File: src/rtl/code_dec_pkg.sv
// code_dec_pkg: state encoding and code-to-digit tables for the code decoder
package code_dec_pkg;
  localparam logic [0:0] COLLECT = 1'b0;
  localparam logic [0:0] HOLD = 1'b1;
  localparam logic [3:0] BAD_DIGIT = 4'hF;
  // nibble i of DIGIT_TAB is the digit for code i; invalid codes map to BAD_DIGIT
  localparam logic [63:0] DIGIT_TAB = 64'h9FFF_5678_1234_FFF0;
  localparam logic [15:0] CODE_OK = 16'h8FF1;
endpackage

File: src/rtl/code_dec_nib.sv
// code_dec_nib: combinational single-nibble code to BCD digit decoder
module code_dec_nib
  import code_dec_pkg::*;
(
  input  logic [3:0] code_i,
  output logic [3:0] digit_o,
  output logic       bad_o
);
  assign digit_o = DIGIT_TAB[{code_i, 2'b00} +: 4];
  assign bad_o = ~CODE_OK[code_i];
endmodule

File: src/rtl/code_dec.sv
// code_dec: collects NDIG code nibbles into BCD and binary results with a valid/ready handshake
module code_dec
  import code_dec_pkg::*;
#(
  parameter int NDIG = 4,
  parameter int BW = 14
) (
  input  logic              clk,
  input  logic              rst_n,
  input  logic              in_valid,
  output logic              in_ready,
  input  logic [3:0]        in_code,
  output logic              out_valid,
  input  logic              out_ready,
  output logic [4*NDIG-1:0] out_bcd,
  output logic [BW-1:0]     out_bin,
  output logic              out_err
);
  localparam int CW = NDIG > 1 ? $clog2(NDIG) : 1;
  logic [0:0]        state_q, state_d;
  logic [CW-1:0]     cnt_q, cnt_d;
  logic [4*NDIG-1:0] bcd_q, bcd_d;
  logic [BW-1:0]     bin_q, bin_d;
  logic              err_q, err_d;
  logic [3:0]        digit;
  logic              bad, take, done, last;
  code_dec_nib u_nib (
    .code_i (in_code),
    .digit_o(digit),
    .bad_o  (bad)
  );
  // invalid codes still shift BAD_DIGIT into the BCD image but add nothing to the binary value
  always_comb begin
    take = in_valid && state_q == COLLECT;
    done = out_ready && state_q == HOLD;
    last = cnt_q == CW'(NDIG - 1);
    state_d = take && last ? HOLD : done ? COLLECT : state_q;
    cnt_d = take ? (last ? '0 : cnt_q + CW'(1)) : cnt_q;
    bcd_d = done ? '0 : take ? (bcd_q << 4) | (4*NDIG)'(digit) : bcd_q;
    bin_d = done ? '0 : take ? bin_q * BW'(10) + (bad ? '0 : BW'(digit)) : bin_q;
    err_d = done ? 1'b0 : take ? err_q | bad : err_q;
  end
  always_ff @(posedge clk or negedge rst_n) begin
    if (!rst_n) begin
      state_q <= COLLECT;
      cnt_q <= '0;
      bcd_q <= '0;
      bin_q <= '0;
      err_q <= 1'b0;
    end else begin
      state_q <= state_d;
      cnt_q <= cnt_d;
      bcd_q <= bcd_d;
      bin_q <= bin_d;
      err_q <= err_d;
    end
  end
  assign in_ready = state_q == COLLECT;
  assign out_valid = state_q == HOLD;
  assign out_bcd = bcd_q;
  assign out_bin = bin_q;
  assign out_err = err_q;
endmodule

File: config.mk
export PLATFORM = sky130hd
export DESIGN_NAME = code_dec
export DESIGN_NICKNAME = d
export VERILOG_FILES = /design/src/rtl/code_dec_pkg.sv /design/src/rtl/code_dec_nib.sv /design/src/rtl/code_dec.sv
export SDC_FILE = /design/constraint.sdc
export NUM_CORES = 1
export LEC_CHECK = 0
export ABC_AREA = 1
export ABC_CLOCK_PERIOD_IN_PS = 2200
export CAP_MARGIN = 0
export CORE_MARGIN = 4
export CORE_UTILIZATION = 48
export CTS_CLUSTER_SIZE = 16
export DETAILED_ROUTE_END_ITERATION = 10
export GPL_ROUTABILITY_DRIVEN = 0
export PLACE_DENSITY_LB_ADDON = 0.2
export SLEW_MARGIN = 10
export SYNTH_ARGS = -nofsm -noshare
export SYNTH_HDL_FRONTEND = slang
export SYNTH_SLANG_ARGS = --single-unit
File: constraint.sdc
create_clock -name clk -period 2.2 [get_ports clk]
set_input_delay 0.44 -clock clk [delete_from_list [all_inputs] [get_ports clk]]
set_output_delay 0.44 -clock clk [all_outputs]
set_load 0.05 [all_outputs]
* Word level (Yosys, flattened, before mapping) *
Memories as Yosys holds them, arrays and structs flattened.
Cells that the tools add are included.

operators by class
  equal/unequal tests = 1
  multiply operators = 1
  shift-type cells = 1
  multiplexer cells = 11
  reduce and logical (&&, ||, !) cells = 5
  bitwise operators = 4
  order comparisons = 1
  $add $sub $neg = 2

operators with widths
  kind                       count
  $shiftx A64 B7 Y4 const A  1
  $mux W16                   2
  $mux W14                   2
  $or A16 B4 Y16             1
  $add A14 B4 Y14            1
  $mul A14 B3 Y13 const B    1
  $lt A4 B5 Y1 const B       1
  $mux W1                    5
  $mux W4                    1
  $reduce_bool A2 Y1         2
  $logic_and A1 B1 Y1        3
  $add A2 B1 Y2 const B      1
  $eq A2 B2 Y1 const B       1
  $mux W2                    1
  $not A1 Y1                 2
  $or A1 B1 Y1               1

storage, ports and cells
  input port bits = 8
  ROM bits = 16
  register bits after elaboration = 34
  output and inout bits = 33
  memories = 1

memories
  name             words  width  read ports  clocked after Yosys merged registers in  write ports  RTL line            text
  (no name shown)  16     1      1           0                                        0            code_dec_nib.sv:10  assign bad_o = ~CODE_OK[code_i];

* Logic depth before layout (Yosys ltp) *
Gate-level depths: netlist of the first run.

  word-level depth = 6
  depth in mapped cells = 22
  gate-level depth less buffers = 22

* Modules after synthesis *
Synthesis of the first run repeated with hierarchy kept, for this count alone.

unflattened totals
  cells, all modules = 320
  area, all modules = 2464.9 µm²

by module, submodules not included
  module        seq. area each (µm²)  cells an instance  times used  area an instance (µm²)
  code_dec      850.8                 287                1           2299.7
  code_dec_nib  0.0                   33                 1           165.2

* Least setup slack after synthesis of the first run *
Ideal clock, no wire load.

  path kind = input-to-reg
  from = in in_code[0]
  to = reg bin_q[9], in the netlist out_bin[9]
  cell stages on the path = 18
  buffers on the path = 0
  data arrival time = 2556 ps
  required time = 2079 ps
  path slack = -477 ps
  cell sequence = inv_1 ha_1 nor2_1 inv_1 a32o_1 nor2_1 ha_1 inv_1 fa_1 inv_1 nand3_1 nand2_1 nand2_1 nor2_4 nand3_2 nor2_4 nor2_1 a22o_1

on the way
  cells in the longest elaborated chain, start to end = 6

ends and longest elaborated chain
  what                                                       RTL line        text
  from (decl)                                                code_dec.sv:12  input logic [3:0] in_code,
  branches (longest 2 deep; another with $shiftx A64 B7 Y4)  n/a
  $mux W4 *                                                  code_dec.sv:40  bin_d = done ? '0 : take ? bin_q * BW'(10) + (bad ? '0 : BW'(digit)) : bin_q;
  $add A14 B4 Y14 *                                          code_dec.sv:40
  $mux W14 * (2 in a row)                                    code_dec.sv:40
  to (signal assigned)                                       code_dec.sv:54  bin_q <= bin_d;
  to (decl)                                                  code_dec.sv:23  logic [BW-1:0] bin_q, bin_d;

Mark *: on every way between the ends. The select of a mux whose other input is x is not followed.
A chain may end at the register's enable or synchronous reset.

* Worst setup path in the final report of the first run *
  from = in in_code[3]
  to = reg bin_q[9], in the netlist out_bin[9]

Same word-level chain as after synthesis.

==> summary.md, run 1 <==
| Metric | Value |
|---|---|
| Initial antenna violation count | 0 |
| Distinct cells, synth | 29 |
| Fin Clk Skew | 0.00609 ns |
| Placeable core area | 4750 µm² |
| Worst path arrival time | 2.64 ns |
| Crit path time final | 2.46 ns |
| Clock buffer depth | 2 |
| Buf/Inv on CP | 4 |
| First-pass GRT wire length | 10,700 µm |
| Crit Path Max Fanout | 5 |
| Clock Root Buffer | clkbuf_8 |
| Final core utilization | 0.731 |
| Total track usage | 0.220 |
| Io pins | 41 |
| Final Max Tran Viols | 0 |
| Wire length per cell | 13.6 µm |
| Max incr delay on CP | 0.37 ns |
| Register-to-register setup slack | -0.08 ns |
| DP HPWL | 4530 µm |
| Slowest cell on the critical path | fa_2 |
| Die ar. | 6130 µm² |
| N_diodes | 0 |
| Largest net degree at the start of global routing | 35 |
| Post-synthesis instance area | 2370 µm² |
| Crit path launch type | primary input |
| Failing checks | negative setup slack |
| Max Fclk | 0.407 GHz |
| CP startpoint | in_code[3] |
| Status | finished, violations left |
| Worst R2R Path Depth | 12 |
| Vias post-DR | 2,393 |
| Worst r2r dst | out_bin[9] |
| Yosys warns | 0 |
| CTS clk-pin slew, worst paths | 0.08 ns |
| Vias per cell | 5.04 |
| Synth top area cells | dfrtp_1 36%, nand2_1 15%, ha_1 13%, inv_1 7.9%, nand3_1 5.7% |
| Hold path cells | 2 |
| Congestion Overflow GR | 0 |
| CP cell instances | dlygate4sd2_1 > buf_4 > nor2_1 > a21oi_1 > nor2_1 > inv_1 > fa_2 > inv_2 > nand3_2 > nand2_2 > nand2_4 > nor2_4 > nand3_4 > nor2_4 > nor2_1 > a22o_1 |
| Critical Path Sink Type | flip-flop |
| Worst-skew pair later-pin latency | 0.29 ns |
| Slew HR | 0.614 |
| Drt total wl | 6480 µm |
| Final hold violation count | 0 |
| Die W | 78.3 µm |
| Worst endpoint required time | 2.38 ns |
| Mapped Nets | 355 |
| Num CTS Buffers | 5 |
| Post-Layout Cell Count | 475 |
| Worst setup margin | -0.259 ns |
| Max-cap violations | 0 |
| H-tree levels | 2 |
| Synthesis-to-layout area growth | 46.5% |
| Layout cells sized above 1 | 0.262 |
| Chip height | 78.3 µm |
| TritonCTS sink count | 34 |
| RSZ-0062 raised after global routing | yes |
| Flops & latches, synth | 34 |
| Actual slew at the worst max-slew pin | 0.578 ns |
| Sequential element share of the synthesized area | 0.359 |
| Starting Density | 0.499 |
| Syn avg cell area | 7.41 µm² |
| Final setup viols | 7 |
| DRT iter0 DRCs | 65 |
| Critical R2R Launch | out_bin[1] |
| IO Port Bufs | 40 |
| Hold Path Origin | cnt_q[1] |
| First-pass DRT Iterations | 4 |
| Synth Instances | 320 |
| CTS tree | yes |
| # DRC | 0 |
| Yosys top cell by area | dfrtp_1 |
| Hold Crit Class | reg2reg |
| Post-Place Cells | 450 |
| Final Cycle Share | 1.12 |
| Vias in the first global route | 2,398 |
| Nets | 442 |
| Kind of critical path | in2reg |
| Cell family with most CP delay | simple AND/OR/NAND/NOR gates |
| Share of the synthesized area in the top cell type | 0.359 |
| Crit path top cell by count | nor2_1 |
| Num rows | 25 |
| Hold Path Sink | cnt_q[1] |
| Routed Antenna Nets | 0 |
## through the flow
step           TNS [ns]  setup WS (ns)  area (µm²)  hold slack [ns]
3_5_place_dp      -9.59          -1.07        3110            0.474
2_1_floorplan     -1.02         -0.306        2450            0.144
6_report          -1.20         -0.259        3470            0.494
5_1_grt           -2.18         -0.382        3470            0.532
4_1_cts           -1.44         -0.296        3390            0.493
3_3_place_gp      -8.89         -0.986        3110            0.470
## routing by layer
metal | share of wire | routed length, µm | global-route usage
met5 | 0 | 0 | 0
met1 | 0.44 | 2850 | 0.261
met2 | 0.51 | 3300 | 0.396
met3 | 0.031 | 200 | 0.0321
met4 | 0.019 | 126 | 0.0909
## state kept, by name (all words and copies together) (netlist names)
register	flops
out_bin	14
out_valid	1
cnt_q	2
out_bcd	16
out_err	1
## cell usage in the layout (no fill, tap or decap), types with 4 or more instances in the layout
| cell | instances |
|---|---|
| dfrtp_2 | 7 |
| o22ai_1 | 10 |
| nand3_1 | 26 |
| nor2_1 | 18 |
| a21oi_1 | 12 |
| nor2_4 | 6 |
| ha_1 | 18 |
| ha_2 | 4 |
| clkbuf_8 | 5 |
| inv_2 | 8 |
| nand2_1 | 86 |
| o21ai_1 | 4 |
| clkdlybuf4s50_1 | 36 |
| dfrtp_1 | 27 |
| buf_4 | 43 |
| inv_1 | 41 |
| o21ai_0 | 13 |
| nand2_2 | 6 |
## worst max path at each step
stage	endpoint	slack [ns]	cells past startpoint
floorplan	out_bin[9]	-0.31	17
finish	out_bin[9]	-0.26	16
detailed placement	out_bin[13]	-1.07	19
global route	out_bin[9]	-0.38	19
global placement	out_bin[13]	-0.99	19
CTS	out_bin[13]	-0.30	20
## Yosys cell counts, drive strengths merged
master   n
o21bai   1
a32o     1
fa       2
nand2   94
a21oi   12
nand4    3
clkbuf   2
ha      25
xor2     1
buf      4
nor2    27
or2      1
o21a     1
a22o     1
o31ai    1
nand3   28
dfrtp   34
o22ai   11
o21ai   19
nand3b   1
inv     51
## cells by family (layout without fill, tap and decap cells)
logic type / after synthesis / in the layout / share of synthesized area
AO/OA/AOI/OAI: 47 / 47 / 0.112
XOR/XNOR: 1 / 1 / 0.00686
adder cells (fa/ha/maj): 27 / 27 / 0.149
buffers and inverters: 57 / 145 / 0.0955
flip-flops: 34 / 34 / 0.359
AND/OR/NAND/NOR: 154 / 154 / 0.278
## layout make-up
type / count / area (µm²)
clock buffers: 5 / 68.8
repair buffers: 86 / 761
well taps: 67 / 83.8
clock inverters: 3 / 68.8
flip-flops and latches: 34 / 860
multi-input cells: 229 / 1430
inverters: 51 / 204
fillers: 354 / 1280
## tightest hold or removal path, delay by kind of cell, from the launching register on
kind,cells,cell delay [ns]
DFF,1,0.36
and+or+nand+nor,2,0.11
## what timing repair did
| action | CTS | global route |
|---|---|---|
| setup buffers | 15 | 3 |
| hold buffers | 0 | 0 |
| pin swaps | 26 | 21 |
| setup endpoints to repair | 12 | 13 |
| gates resized for setup | 34 | 18 |
Power of run 1 is left out: the tool's default activity adds up to more than one toggle a clock period on the data nets, which glitch-free logic cannot reach.
==> run 2: changes to the inputs <==
--- a/config.mk
+++ b/config.mk
@@ -5,7 +5,6 @@
 export SDC_FILE = /design/constraint.sdc
 export NUM_CORES = 1
 export LEC_CHECK = 0
-export ABC_AREA = 1
 export ABC_CLOCK_PERIOD_IN_PS = 2200
 export CAP_MARGIN = 0
 export CORE_MARGIN = 4
==> run 2 against run 1 <==
The flow still finishes with violations (negative setup slack). Register-to-register slack got worse by 0.41 ns. Synthesized cell count fell by 23%. Worst setup slack worse by 0.23 ns. Hold slack worse by 0.0067 ns. First-iteration DRC count is 72% higher. Non-clock buffer count up 23. Count of clock-buffer cells in the layout unchanged. Sequential share of layout area down 1.8 points. Cell area increased by 8.4%. Wire length up 17%. Critical path type is now reg2reg. Critical path depth shrank 6.
==> summary.md, run 2 <==
| Metric | Value |
|---|---|
| Synthesis-to-layout area growth | 60.6% |
| Nets | 386 |
| Wire length per cell | 18.1 µm |
| Worst endpoint required time | 2.36 ns |
| Largest net degree at the start of global routing | 35 |
| Cell family with most CP delay | adder cells |
| Placeable core area | 4720 µm² |
| Yosys top cell by area | dfrtp_1 |
| RSZ-0062 raised after global routing | yes |
| TritonCTS sink count | 34 |
| Die W | 77.9 µm |
| Starting Density | 0.496 |
| Kind of critical path | reg2reg |
| Max-cap violations | 0 |
| Async S/R FF share, synth | 1.00 |
| Vias per cell | 5.78 |
| Critical Path Sink Type | flip-flop |
| DRT iter0 DRCs | 112 |
| Slowest cell on the critical path | dfrtp_2 |
| Post-synthesis instance area | 2340 µm² |
| Final hold violation count | 0 |
| Final core utilization | 0.797 |
| Post-Synth Adder-Cell Area | 0.150 |
| CP cell instances | ha_4 > ha_4 > fa_2 > buf_4 > xor2_4 > o2111ai_4 > nor3_4 > o211ai_1 > o2111ai_1 > o311ai_1 |
| Status | finished, violations left |
| Syn avg cell area | 9.53 µm² |
| Post-Layout Cell Count | 419 |
| Max reg flops | 16 |
| Clock buffer depth | 2 |
| CTS clk-pin slew, worst paths | 0.08 ns |
| Hold path cells | 2 |
| Yosys warns | 0 |
| Synth top area cells | dfrtp_1 36%, ha_1 13%, a22o_1 5.2%, o21ai_0 4.9%, nand2_1 4.0% |
| Distinct cells, synth | 44 |
| Final setup viols | 7 |
| Die ar. | 6070 µm² |
| Cts hold-fix bufs | 0 |
| Post-Place Cells | 395 |
| Clock Root Buffer | clkbuf_8 |
| Worst-skew pair later-pin latency | 0.29 ns |
| H-tree levels | 2 |
| Total track usage | 0.242 |
| N_diodes | 0 |
| Vias in the first global route | 2,450 |
| Crit path launch type | flip-flop |
| WP depth | 10 |
| Worst path arrival time | 2.85 ns |
| Routed Antenna Nets | 0 |
| Commonest non-fill, non-tap cell in the layout | buf_4 |
| Crit path top cell by count | ha_4 |
| Post-synth EDFFs | 0 |
| Vias post-DR | 2,420 |
| Largest family of logic cells by synthesized area | compound AO/OA/AOI/OAI gates |
| Io pins | 41 |
| Slew HR | 0.507 |
| Crit path time final | 2.69 ns |
| Area fraction in compound gates after synthesis | 0.250 |
| First-pass GRT wire length | 11,700 µm |
| Drt total wl | 7570 µm |
| Post-synthesis xor/xnor area fraction | 0.0486 |
| Num CTS Buffers | 5 |
| Chip height | 77.9 µm |
| DP HPWL | 4670 µm |
| Max incr delay on CP | 0.44 ns |
| Layout cells sized above 1 | 0.366 |
| Synth Instances | 246 |
| Final Max Tran Viols | 0 |
| Max Fclk | 0.372 GHz |
| Failing checks | negative setup slack |
| Fin Clk Skew | 0.00657 ns |
| Num rows | 25 |
| Actual slew at the worst max-slew pin | 0.739 ns |
| # DRC | 0 |
| IO Port Bufs | 40 |
| Setup TNS | -2.75 ns |
| Initial antenna violation count | 0 |
| Worst setup margin | -0.492 ns |
| Buf/Inv on CP | 1 |
| Worst R2R Path Depth | 10 |
| Congestion Overflow GR | 0 |
| Most frequent cells in the layout | 65 x buf_4, 36 x clkdlybuf4s50_1, 25 x nand2_1, 24 x dfrtp_1, 16 x o21ai_0 |
| Mux cell area share after synthesis | 0.00427 |
| CTS tree | yes |
| Crit Path Max Fanout | 3 |
| Most frequent cells after synthesis | 34 x dfrtp_1, 25 x ha_1, 25 x nand2_1 |
| Mapped Nets | 281 |
| Top-count cell post-synth | dfrtp_1 |
| Hold Crit Class | reg2reg |
| First-pass DRT Iterations | 4 |
| Top FF cell, synth | dfrtp_1 |
| Sequential element share of the synthesized area | 0.363 |
| Setup WS pre-CTS | -1.01 ns |
| Final Cycle Share | 1.22 |
| Flops & latches, synth | 34 |
| Share of the synthesized area in the top cell type | 0.363 |
| Simple-Gate Fraction of Synth Area | 0.149 |
[run 2: cell type report]
cell class | instances | area (µm²)
Clock inverter | 3 | 68.8
Sequential cell | 34 | 863
Inverter | 9 | 33.8
Tap cell | 67 | 83.8
Multi-Input combinational cell | 192 | 1730
Clock buffer | 5 | 68.8
Timing Repair Buffer | 109 | 922
Fill cell | 280 | 957
[run 2: worst paths after layout]
kind | start | to | slack [ns]
worst max-delay path | out_bin[1] | out_bin[13] | -0.49
worst min-delay path | cnt_q[1] | cnt_q[1] | 0.49
worst max register to register | out_bin[1] | out_bin[13] | -0.49
worst min register to register | cnt_q[1] | cnt_q[1] | 0.49
max in group asynchronous | rst_n | out_bin[2] | 1.31
min in group asynchronous | rst_n | out_bcd[11] | 0.56
[run 2: per-layer routing]
| metal | part of all wire | wire length [µm] | GRT usage |
|---|---|---|---|
| met4 | 0.030 | 224 | 0.0717 |
| met3 | 0.041 | 308 | 0.0464 |
| met5 | 0 | 0 | 0 |
| met2 | 0.52 | 3960 | 0.438 |
| met1 | 0.41 | 3070 | 0.289 |
[run 2: repair_timing]
action                     in CTS  in global routing
resized for setup              41                 12
setup buffers                  11                  6
setup endpoints to repair      11                  8
pin swaps                      25                 20
[run 2: worst min-delay path, delay by kind of cell, from the launching register on]
kind	cells	cell delay [ns]
flops	1	0.35
simple gates	2	0.11
[run 2: logic make-up (layout without fill, tap and decap cells)]
kind of cell    count (synthesis)  count (layout)
fa+ha+maj                      27              27
buf+inv                        20             126
simple gates                   68              68
compound gates                 83              83
mux                             1               1
flops                          34              34
xor+xnor                       13              13
[run 2: stage by stage]
step	cell area (µm²)	hold WS [ns]
floorplan	2470	0.144
global placement	3300	0.462
detailed placement	3300	0.474
CTS	3650	0.490
global route	3770	0.513
finish	3770	0.487
Power of run 2 is left out for the same reason.
